**config.mk**
```make
export PLATFORM = sky130hd
export DESIGN_NAME = sync_fifo_prog
export DESIGN_NICKNAME = d
export VERILOG_FILES = /design/src/rtl/sync_fifo_prog.sv
export SDC_FILE = /design/constraint.sdc
export NUM_CORES = 1
export LEC_CHECK = 0
export ABC_AREA = 1
export ABC_CLOCK_PERIOD_IN_PS = 2600
export BUFFER_PORTS_ARGS = -buffer_cell sky130_fd_sc_hd__buf_4
export CAP_MARGIN = 10
export CORE_MARGIN = 2
export CORE_UTILIZATION = 45
export CTS_CLUSTER_DIAMETER = 80
export DETAILED_ROUTE_END_ITERATION = 16
export PLACE_DENSITY_LB_ADDON = 0.1
export SETUP_SLACK_MARGIN = 0.1
export SLEW_MARGIN = 20
export SYNTH_ARGS = -nofsm -noshare
export SYNTH_HDL_FRONTEND = slang
export SYNTH_SLANG_ARGS = --single-unit
```
**constraint.sdc**
```tcl
create_clock -name clk -period 2.6 [get_ports clk]
set_clock_uncertainty 0.1 [all_clocks]
set_input_delay 0.13 -clock clk [delete_from_list [all_inputs] [get_ports clk]]
set_output_delay 0.13 -clock clk [all_outputs]
set_load 0.01 [all_outputs]
```
**src/rtl/sync_fifo_prog.sv**
```systemverilog
// -----------------------------------------------------------------------------
// sync_fifo_prog
//   Single-clock FIFO with generic width and depth (the depth need not be a
//   power of two). It adds a fill count, run-time programmable almost-full and
//   almost-empty thresholds, and a defined pass-through when the FIFO is full
//   and a read and a write arrive together.
//
//   Optional feature macro: FIFO_FWFT_EN
//     defined   : first-word-fall-through. data_out shows mem[rd_ptr]
//                 combinationally whenever the FIFO is not empty, and reads
//                 0 while it is empty. rd_en pops the word currently shown.
//     undefined : standard mode. data_out is registered and is loaded on the
//                 clock edge of an accepted read, so read latency is 1 cycle.
//
// Parameters
//   FIFO_WIDTH  data width in bits
//   FIFO_DEPTH  number of entries (>=2)
//   CNT_W       width of the count and threshold buses (derived)
//
// Ports
//   clk          clock; all logic is on the rising edge
//   rst_n        synchronous reset, active-low
//   data_in      write data
//   wr_en        write request
//   rd_en        read request
//   af_thresh    almost-full threshold  (almostfull  = count >= af_thresh)
//   ae_thresh    almost-empty threshold (almostempty = count <= ae_thresh)
//   data_out     read data
//   wr_ack       pulse: the previous cycle's write was accepted
//   overflow     pulse: the previous cycle's write was rejected because full
//   underflow    pulse: the previous cycle's read was rejected because empty
//   full, empty  fill status, decoded from count
//   almostfull   threshold flag, decoded from count
//   almostempty  threshold flag, decoded from count
//   count        number of entries currently stored
// -----------------------------------------------------------------------------
module sync_fifo_prog #(
  parameter int FIFO_WIDTH = 16,
  parameter int FIFO_DEPTH = 8,
  parameter int CNT_W      = $clog2(FIFO_DEPTH + 1)
) (
  input  logic                  clk,
  input  logic                  rst_n,
  input  logic [FIFO_WIDTH-1:0] data_in,
  input  logic                  wr_en,
  input  logic                  rd_en,
  input  logic [CNT_W-1:0]      af_thresh,
  input  logic [CNT_W-1:0]      ae_thresh,
  output logic [FIFO_WIDTH-1:0] data_out,
  output logic                  wr_ack,
  output logic                  overflow,
  output logic                  underflow,
  output logic                  full,
  output logic                  empty,
  output logic                  almostfull,
  output logic                  almostempty,
  output logic [CNT_W-1:0]      count
);

  localparam int PTR_W = (FIFO_DEPTH > 1) ? $clog2(FIFO_DEPTH) : 1;
  localparam logic [PTR_W-1:0] LAST_PTR  = PTR_W'(FIFO_DEPTH - 1);
  localparam logic [CNT_W-1:0] DEPTH_CNT = CNT_W'(FIFO_DEPTH);

  // Pointers wrap explicitly at FIFO_DEPTH-1 so non-power-of-two depths
  // use exactly FIFO_DEPTH storage slots.
  function automatic logic [PTR_W-1:0] ptr_inc(input logic [PTR_W-1:0] ptr);
    return (ptr == LAST_PTR) ? '0 : ptr + PTR_W'(1);
  endfunction

  function automatic logic [CNT_W-1:0] count_upd(input logic [CNT_W-1:0] cnt,
                                                 input logic             wr,
                                                 input logic             rd);
    return cnt + CNT_W'(wr) - CNT_W'(rd);
  endfunction

  logic [FIFO_WIDTH-1:0] mem [FIFO_DEPTH];
  logic [PTR_W-1:0]      wr_ptr;
  logic [PTR_W-1:0]      rd_ptr;
  logic                  wr_acc;
  logic                  rd_acc;

  // Status flags are pure decodes of count; thresholds act immediately.
  assign full        = (count == DEPTH_CNT);
  assign empty       = (count == '0);
  assign almostfull  = (count >= af_thresh);
  assign almostempty = (count <= ae_thresh);

  // A write into a full FIFO is still accepted when a read frees the slot in
  // the same cycle; the read side samples the old word before it is replaced.
  assign wr_acc = wr_en && (!full || rd_en);
  assign rd_acc = rd_en && !empty;

  // ---- stage p0 -> p1: pointers, count and request pulses -------------------
  always_ff @(posedge clk) begin
    if (!rst_n) begin
      wr_ptr    <= '0;
      rd_ptr    <= '0;
      count     <= '0;
      wr_ack    <= 1'b0;
      overflow  <= 1'b0;
      underflow <= 1'b0;
    end else begin
      if (wr_acc) wr_ptr <= ptr_inc(wr_ptr);
      if (rd_acc) rd_ptr <= ptr_inc(rd_ptr);
      count     <= count_upd(count, wr_acc, rd_acc);
      wr_ack    <= wr_acc;
      overflow  <= wr_en && !wr_acc;
      underflow <= rd_en && !rd_acc;
    end
  end

  // Storage is deliberately not cleared by reset; the pointers define validity.
  always_ff @(posedge clk) begin
    if (rst_n && wr_acc) mem[wr_ptr] <= data_in;
  end

`ifdef FIFO_FWFT_EN
  // Head word is presented combinationally; empty forces a clean zero.
  assign data_out = empty ? '0 : mem[rd_ptr];
`else
  logic [FIFO_WIDTH-1:0] rd_data_p1;

  // ---- stage p0 -> p1: registered read data, held between reads -------------
  always_ff @(posedge clk) begin
    if (!rst_n) begin
      rd_data_p1 <= '0;
    end else if (rd_acc) begin
      rd_data_p1 <= mem[rd_ptr];
    end
  end

  assign data_out = rd_data_p1;
`endif

endmodule

```
==> results of run 1 <==
-- per-stage QoR --
stage | power, mW | utilization (%) | worst slack, ns | std cells
finish | 7.42 | 56.3 | 0.314 | 964
CTS | 7.47 | 56.3 | 0.326 | 964
detailed placement | 5.11 | 51.0 | 0.340 | 911
global placement | 5.06 | 51.0 | 0.380 | 911
floorplan | 4.41 | - | 0.238 | 679
global route | 7.85 | 56.3 | 0.127 | 964
-- metal layers --
layer  global-route usage [%]  share of wire (%)
met4                     7.89                2.2
met5                        0                  0
met2                     32.0                 47
met1                     26.7                 45
met3                     4.19                5.6
-- critical path: stages, from the launching register on --
cell                      delay, ns
sky130_fd_sc_hd__dfxtp_1       0.39
sky130_fd_sc_hd__inv_1         0.11
sky130_fd_sc_hd__ha_1          0.22
sky130_fd_sc_hd__nand4_1       0.12
sky130_fd_sc_hd__nand2_2       0.11
sky130_fd_sc_hd__ha_1          0.30
sky130_fd_sc_hd__inv_1         0.05
sky130_fd_sc_hd__ha_1          0.12
sky130_fd_sc_hd__inv_1         0.06
sky130_fd_sc_hd__fa_1          0.37
sky130_fd_sc_hd__xor2_1        0.14
sky130_fd_sc_hd__nor2_1        0.05
-- cell usage after synthesis --
cell type and number:
sky130_fd_sc_hd__nand3_2 1, sky130_fd_sc_hd__buf_4 4, sky130_fd_sc_hd__clkbuf_1 6, sky130_fd_sc_hd__o21ai_1 7, sky130_fd_sc_hd__xor2_1 1, sky130_fd_sc_hd__edfxtp_1 128
sky130_fd_sc_hd__nand2_2 1, sky130_fd_sc_hd__inv_2 11, sky130_fd_sc_hd__nand4_1 2, sky130_fd_sc_hd__fa_1 1, sky130_fd_sc_hd__nand3_1 97, sky130_fd_sc_hd__nor2_1 18
sky130_fd_sc_hd__ha_1 18, sky130_fd_sc_hd__o211ai_1 1, sky130_fd_sc_hd__a211oi_1 1, sky130_fd_sc_hd__nand2_1 190, sky130_fd_sc_hd__inv_1 114, sky130_fd_sc_hd__nor3b_1 1
sky130_fd_sc_hd__nor2_8 1, sky130_fd_sc_hd__buf_2 18, sky130_fd_sc_hd__a21oi_1 24, sky130_fd_sc_hd__buf_6 2, sky130_fd_sc_hd__o21ai_0 2, sky130_fd_sc_hd__dfxtp_1 29
sky130_fd_sc_hd__nor3_1 1
-- flip-flops by register name (all words and copies together) (netlist names) --
register / cells
data_out: 16
wr_ptr: 3
underflow: 1
overflow: 1
wr_ack: 1
mem: 128
count: 4
rd_ptr: 3
-- layout make-up --
cell class	count	area, sq um	area share (%)
repair buffers	99	796	9.64
flip-flops and latches	157	4430	53.6
well taps	184	230	2.79
clock inverters	15	144	1.74
inverters	125	469	5.69
clock buffers	17	425	5.16
multi-input cells	367	1760	21.3
-- worst max-delay path by stage --
stage                     slack (ns)  depth (start not counted)             endpoint
final                           0.31                         11  count[2]$_SDFF_PN0_
after global routing            0.13                         11  count[2]$_SDFF_PN0_
after CTS                       0.33                         11  count[2]$_SDFF_PN0_
after detailed placement        0.34                         11  count[2]$_SDFF_PN0_
after global placement          0.38                         11  count[2]$_SDFF_PN0_
after floorplan                 0.24                          9  mem[1][0]$_DFFE_PP_
-- power by group --
group | internal [mW] | switching (mW) | total, mW
registers | 2.91 | 0.170 | 3.08
clock network | 1.32 | 1.03 | 2.35
logic | 0.763 | 1.22 | 1.99
total | 5.00 | 2.42 | 7.42
-- cells in the final DEF, fill, tap and decap left out, types with 2 or more instances in the layout --
cell type	netlist	layout
sky130_fd_sc_hd__nand2_1	190	190
sky130_fd_sc_hd__edfxtp_1	128	128
sky130_fd_sc_hd__inv_1	114	114
sky130_fd_sc_hd__nand3_1	97	97
sky130_fd_sc_hd__buf_4	4	78
sky130_fd_sc_hd__dfxtp_1	29	28
sky130_fd_sc_hd__a21oi_1	24	24
sky130_fd_sc_hd__dlygate4sd3_1	0	21
sky130_fd_sc_hd__nor2_1	18	18
sky130_fd_sc_hd__ha_1	18	18
sky130_fd_sc_hd__clkbuf_16	0	17
sky130_fd_sc_hd__inv_2	11	11
sky130_fd_sc_hd__o21ai_1	7	7
sky130_fd_sc_hd__clkinvlp_4	0	7
sky130_fd_sc_hd__clkinv_4	0	5
sky130_fd_sc_hd__nand4_1	2	2
sky130_fd_sc_hd__o21ai_0	2	2
sky130_fd_sc_hd__inv_6	0	2
-- cells by family (layout without fill, tap and decap cells) --
group                      after synthesis  in the layout  synth area share (%)
xor gates and xnor gates                 1              1                 0.128
adders and majority gates               19             19                  3.60
buffers and inverters                  155            256                  9.30
DFF                                    157            157                  64.9
AOI/OAI and AO/OA                       35             35                  2.64
and+or+nand+nor                        312            312                  19.5
==> impl_metrics.toml, run 1 <==
[status]
status = "finished clean"

[yosys]
sequential_element_share_of_the_synthesized_area_pct = 64.9
synth_seq_cells = 157
yosys_warnings = 0
mappedNetlistArea_sq_um = 6820
syn-instance-count = 679
top_cell_type_s_share_of_synthesized_area_pct = 56.4
post_synth_main_area_contributors = "sky130_fd_sc_hd__edfxtp_1 (56%), sky130_fd_sc_hd__nand2_1 (10%), sky130_fd_sc_hd__dfxtp_1 (8.5%)"
synth_nets = 726
syn_area_per_cell_sq_um = 10.0
ys_types = 25
synth_top_cell_by_area = "sky130_fd_sc_hd__edfxtp_1"

[grt]
grt_pass1_vias = 4590
grt_max_degree = 38
grt_antenna_before_repair = 0
grt_usage_pct = 19.9
grt_remaining_overflow = 0
grt_first_pass_wirelength_mm = 24.1

[drt]
postRouteAntennaNets = 0
drc = 0
drt_iter0_markers = 303
detailedRoute.firstPassIterationCount = 4
drt-total-wl_mm = 15.1
avgViaCountPerCell = 4.93
vias = 4750
wl_per_cell_um = 15.7

[layout]
layout-area-overhead-vs-synth_pct = 21.0
layout.nets = 814
layout.filler_cells = 1268
antennaDiodeCount = 0
stdcell_area_sq_um = 8250
drive_gt1_share_pct = 16.0

[sta]
setup_violations = 0
final_min_period_over_clock_period_pct = 87.9
relative_slew_slack_pct = 57.6
hold_viol = 0
slew_viol_final = 0
measured_slew_at_the_worst_slew_check_pin_ns = 0.635
maxClockFrequency_mhz = 438
fin_tns_setup_ns = 0
holdWs_ns = 0.366
grt_setup_unrepaired = "false"
final.min_clock_period_ns = 2.29

[setup_path]
worst-setup-path-type = "reg2reg"
setup.worst_path.end_class = "flop"
critPathArrivalTime_ns = 2.49
timing.critical_path.from_type = "flop"
startpoint = "count[2]$_SDFF_PN0_"
critPathRequiredTime_ns = 2.80
r2r_start = "count[2]$_SDFF_PN0_"
worst-path-max-fanout = 6
setup.reg_to_reg.worst_slack_ns = 0.31
worst-r2r-cell-count = 11
critical_path.reg2reg.endpoint = "count[2]$_SDFF_PN0_"

[worst_hold_path]
worst_hold_path.endpoint = "data_out[15]$_SDFFE_PN0P_"
worstHoldStart = "data_out[15]$_SDFFE_PN0P_"
worstHoldPathCells = 2
worst_hold_path_type = "reg2reg"

[clocking]
cts_root_buf = "sky130_fd_sc_hd__clkbuf_16"
h-tree-depth = 4
cts-resized-gates = 0
number_of_cts_inserted_buffers = 17
post_cts.repair.setup_buffers = 0
clock_path_buffers = 2
ctsHoldBuffers = 21
clock_insertion_delay_worst_skew_ns = 0.43
cts_tree = "built"
cts.sinks = 157
clkSlewWorstSetupHoldPaths_ns = 0.06

[power_and_ir_drop]
cellLeakagePower_nw = 3.62
power_density_nw_per_um2 = 900
vdd_ir_drop_max_mv = 0.451

[placement]
io_buffer_count = 54
detailedPlacementHpwl_mm = 9.37
dpl_cell_area_sq_um = 7470
routabilityCongestion = 0.797

[floorplan]
num_io_pins = 55
placementRows = 44
die-area_sq_um = 16200
initial_utilization_pct = 46.6
dieWidth_um = 127
coreArea_sq_um = 14600
floorplan.die.height_um = 127

[run]
drv_cap = 0
Power figures use the tool's default switching activity.
==> inputs of run 2 (changes only) <==
--- a/config.mk
+++ b/config.mk
@@ -6,11 +6,11 @@
 export NUM_CORES = 1
 export LEC_CHECK = 0
 export ABC_AREA = 1
-export ABC_CLOCK_PERIOD_IN_PS = 2600
+export ABC_CLOCK_PERIOD_IN_PS = 1900
 export BUFFER_PORTS_ARGS = -buffer_cell sky130_fd_sc_hd__buf_4
 export CAP_MARGIN = 10
 export CORE_MARGIN = 2
-export CORE_UTILIZATION = 45
+export CORE_UTILIZATION = 50
 export CTS_CLUSTER_DIAMETER = 80
 export DETAILED_ROUTE_END_ITERATION = 16
 export PLACE_DENSITY_LB_ADDON = 0.1
==> constraint.sdc (replaced) <==
create_clock -name clk -period 1.9 [get_ports clk]
set_clock_uncertainty 0.1 [all_clocks]
set_input_delay 0.285 -clock clk [delete_from_list [all_inputs] [get_ports clk]]
set_output_delay 0.285 -clock clk [all_outputs]
set_load 0.01 [all_outputs]
==> impl_metrics.toml, run 2 (synthesis gave the netlist of run 1 again) <==
[clocking]
cts_tree = "built"
cts_root_buf = "sky130_fd_sc_hd__clkbuf_16"
clock_path_buffers = 2
number_of_cts_inserted_buffers = 17
cts.sinks = 157
clkSlewWorstSetupHoldPaths_ns = 0.06
h-tree-depth = 4
clock_insertion_delay_worst_skew_ns = 0.42

[drt]
drt_iter0_markers = 307
vias = 4832
detailedRoute.firstPassIterationCount = 7
wl_per_cell_um = 16.0
drc = 0
drt-total-wl_mm = 15.3
postRouteAntennaNets = 0
avgViaCountPerCell = 5.04

[sta]
final_worst_slack_ns = -0.0932
maxClockFrequency_mhz = 502
grt_setup_unrepaired = "true"
slew_viol_final = 0
relative_slew_slack_pct = 66.9
final.min_clock_period_ns = 1.99
setup_violations = 127
hold_viol = 0
final_min_period_over_clock_period_pct = 105
measured_slew_at_the_worst_slew_check_pin_ns = 0.495

[setup_path]
startpoint = "count[3]$_SDFF_PN0_"
critPathArrivalTime_ns = 2.19
setup.reg_to_reg.worst_slack_ns = -0.09
worst-r2r-cell-count = 11
r2r_start = "count[3]$_SDFF_PN0_"
cp_slowest_stage_delay_ns = 0.52
path_depth = 11
worst-path-max-fanout = 3
crit_path_frequent_cell = "sky130_fd_sc_hd__ha_4"
worstPathCellList = "inv_4 -> ha_4 -> nand3_4 -> inv_4 -> nor2_8 -> ha_4 -> inv_2 -> ha_4 -> inv_2 -> fa_2 -> nor2_2"
path_delay_family = "adder cells"
crit_buf_inv = 4
slowest_cell_on_the_critical_path = "sky130_fd_sc_hd__fa_2"
critPathRequiredTime_ns = 2.09
worst-setup-path-type = "reg2reg"
timing.critical_path.from_type = "flop"
critical_path.reg2reg.endpoint = "count[1]$_SDFF_PN0_"
critPathCapture = "count[1]$_SDFF_PN0_"
setup.worst_path.end_class = "flop"

[layout]
multi_input_comb_area_sq_um = 2000
layout.nets = 816
layout_common_cells = "sky130_fd_sc_hd__nand2_1 (187), sky130_fd_sc_hd__edfxtp_1 (128), sky130_fd_sc_hd__inv_1 (108)"
antennaDiodeCount = 0
largest_reg_flops = 128
final-seq-area_sq_um = 4440
layout.filler_cells = 1042
utilization_pct = 64.5
regMostFlops = "mem"
most_common_cell_after_layout_fill_and_taps_aside = "sky130_fd_sc_hd__nand2_1"
layout-area-overhead-vs-synth_pct = 25.8
drive_gt1_share_pct = 22.8

[grt]
grt_usage_pct = 22.1
grt_remaining_overflow = 0
grt_max_degree = 38
grt_first_pass_wirelength_mm = 24.0
grt_pass1_vias = 4688
grt_antenna_before_repair = 0

[placement]
dp_slack_ns = -0.132
io_buffer_count = 54
detailedPlacementHpwl_mm = 9.47
routabilityCongestion = 0.824

[floorplan]
num_io_pins = 55
initial_utilization_pct = 51.3
placementRows = 42
floorplan.die.height_um = 121
die-area_sq_um = 14600
dieWidth_um = 121
coreArea_sq_um = 13300

[power_and_ir_drop]
power_density_nw_per_um2 = 1220
vdd_ir_drop_max_mv = 0.670
cellLeakagePower_nw = 3.69

[worst_hold_path]
worst_hold_path_type = "in2reg"

[run]
drv_cap = 0

[status]
status = "finished with violations"
failed_checks = "setup timing"
==> run 2: cell type report <==
| class | count | share of cell area, % |
|---|---|---|
| clock buffers | 20 | 5.09 |
| clock inverters | 12 | 0.875 |
| inverters | 125 | 5.58 |
| multi-input cells | 367 | 23.3 |
| flip-flops and latches | 157 | 51.7 |
| well taps | 176 | 2.57 |
| repair buffers | 101 | 10.9 |
==> run 2: metrics by stage <==
| stage | instances | cell area [sq um] | hold WS (ns) | TNS, ns | power, mW |
|---|---|---|---|---|---|
| global placement | 912 | 7800 | 0.356 | -3.65 | 7.24 |
| finish | 958 | 8580 | 0.00609 | -2.39 | 10.4 |
| global route | 958 | 8580 | 0.00666 | -12.96 | 11.0 |
| detailed placement | 912 | 7800 | 0.356 | -7.99 | 7.33 |
| CTS | 957 | 8500 | 0.00115 | -1.93 | 10.4 |
| floorplan | 679 | 6970 | 0.284 | -0.668 | 6.19 |
==> run 2: what timing repair did <==
| action | CTS | global route |
|---|---|---|
| buffers inserted | 8 | 2 |
| hold buffers | 5 | 0 |
| setup endpoints to repair | 146 | 134 |
| pin swaps | 8 | 3 |
| gates resized for setup | 12 | 18 |
| hold endpoints to repair | 35 | 0 |
==> run 2: metal layers <==
layer / part of all wire [%] / global-route usage [%] / vias up
met3: 5.5 / 4.58 / 23
met1: 43 / 28.6 / 2297
met4: 1.6 / 7.92 / 0
met5: 0 / 0 / -
li1: - / - / 2373
met2: 50 / 37.0 / 139
==> run 2: worst min-delay path by stage <==
stage	slack (ns)	endpoint	cells after the start	start
after floorplan	0.28	mem[0][0]$_DFFE_PP_	0	data_in[0]
after global placement	0.36	data_out[1]$_SDFFE_PN0P_	2	data_out[1]$_SDFFE_PN0P_
after detailed placement	0.36	data_out[0]$_SDFFE_PN0P_	2	data_out[0]$_SDFFE_PN0P_
after CTS	0.001	mem[7][0]$_DFFE_PP_	1	data_in[0]
after global routing	0.007	mem[7][0]$_DFFE_PP_	1	data_in[0]
final	0.006	mem[3][0]$_DFFE_PP_	1	data_in[0]
==> run 2: power breakdown <==
part	total, mW	internal, mW	switching, mW
Clock	2.92	1.65	1.27
Sequential	4.18	4.00	0.175
Combinational	3.34	1.40	1.95
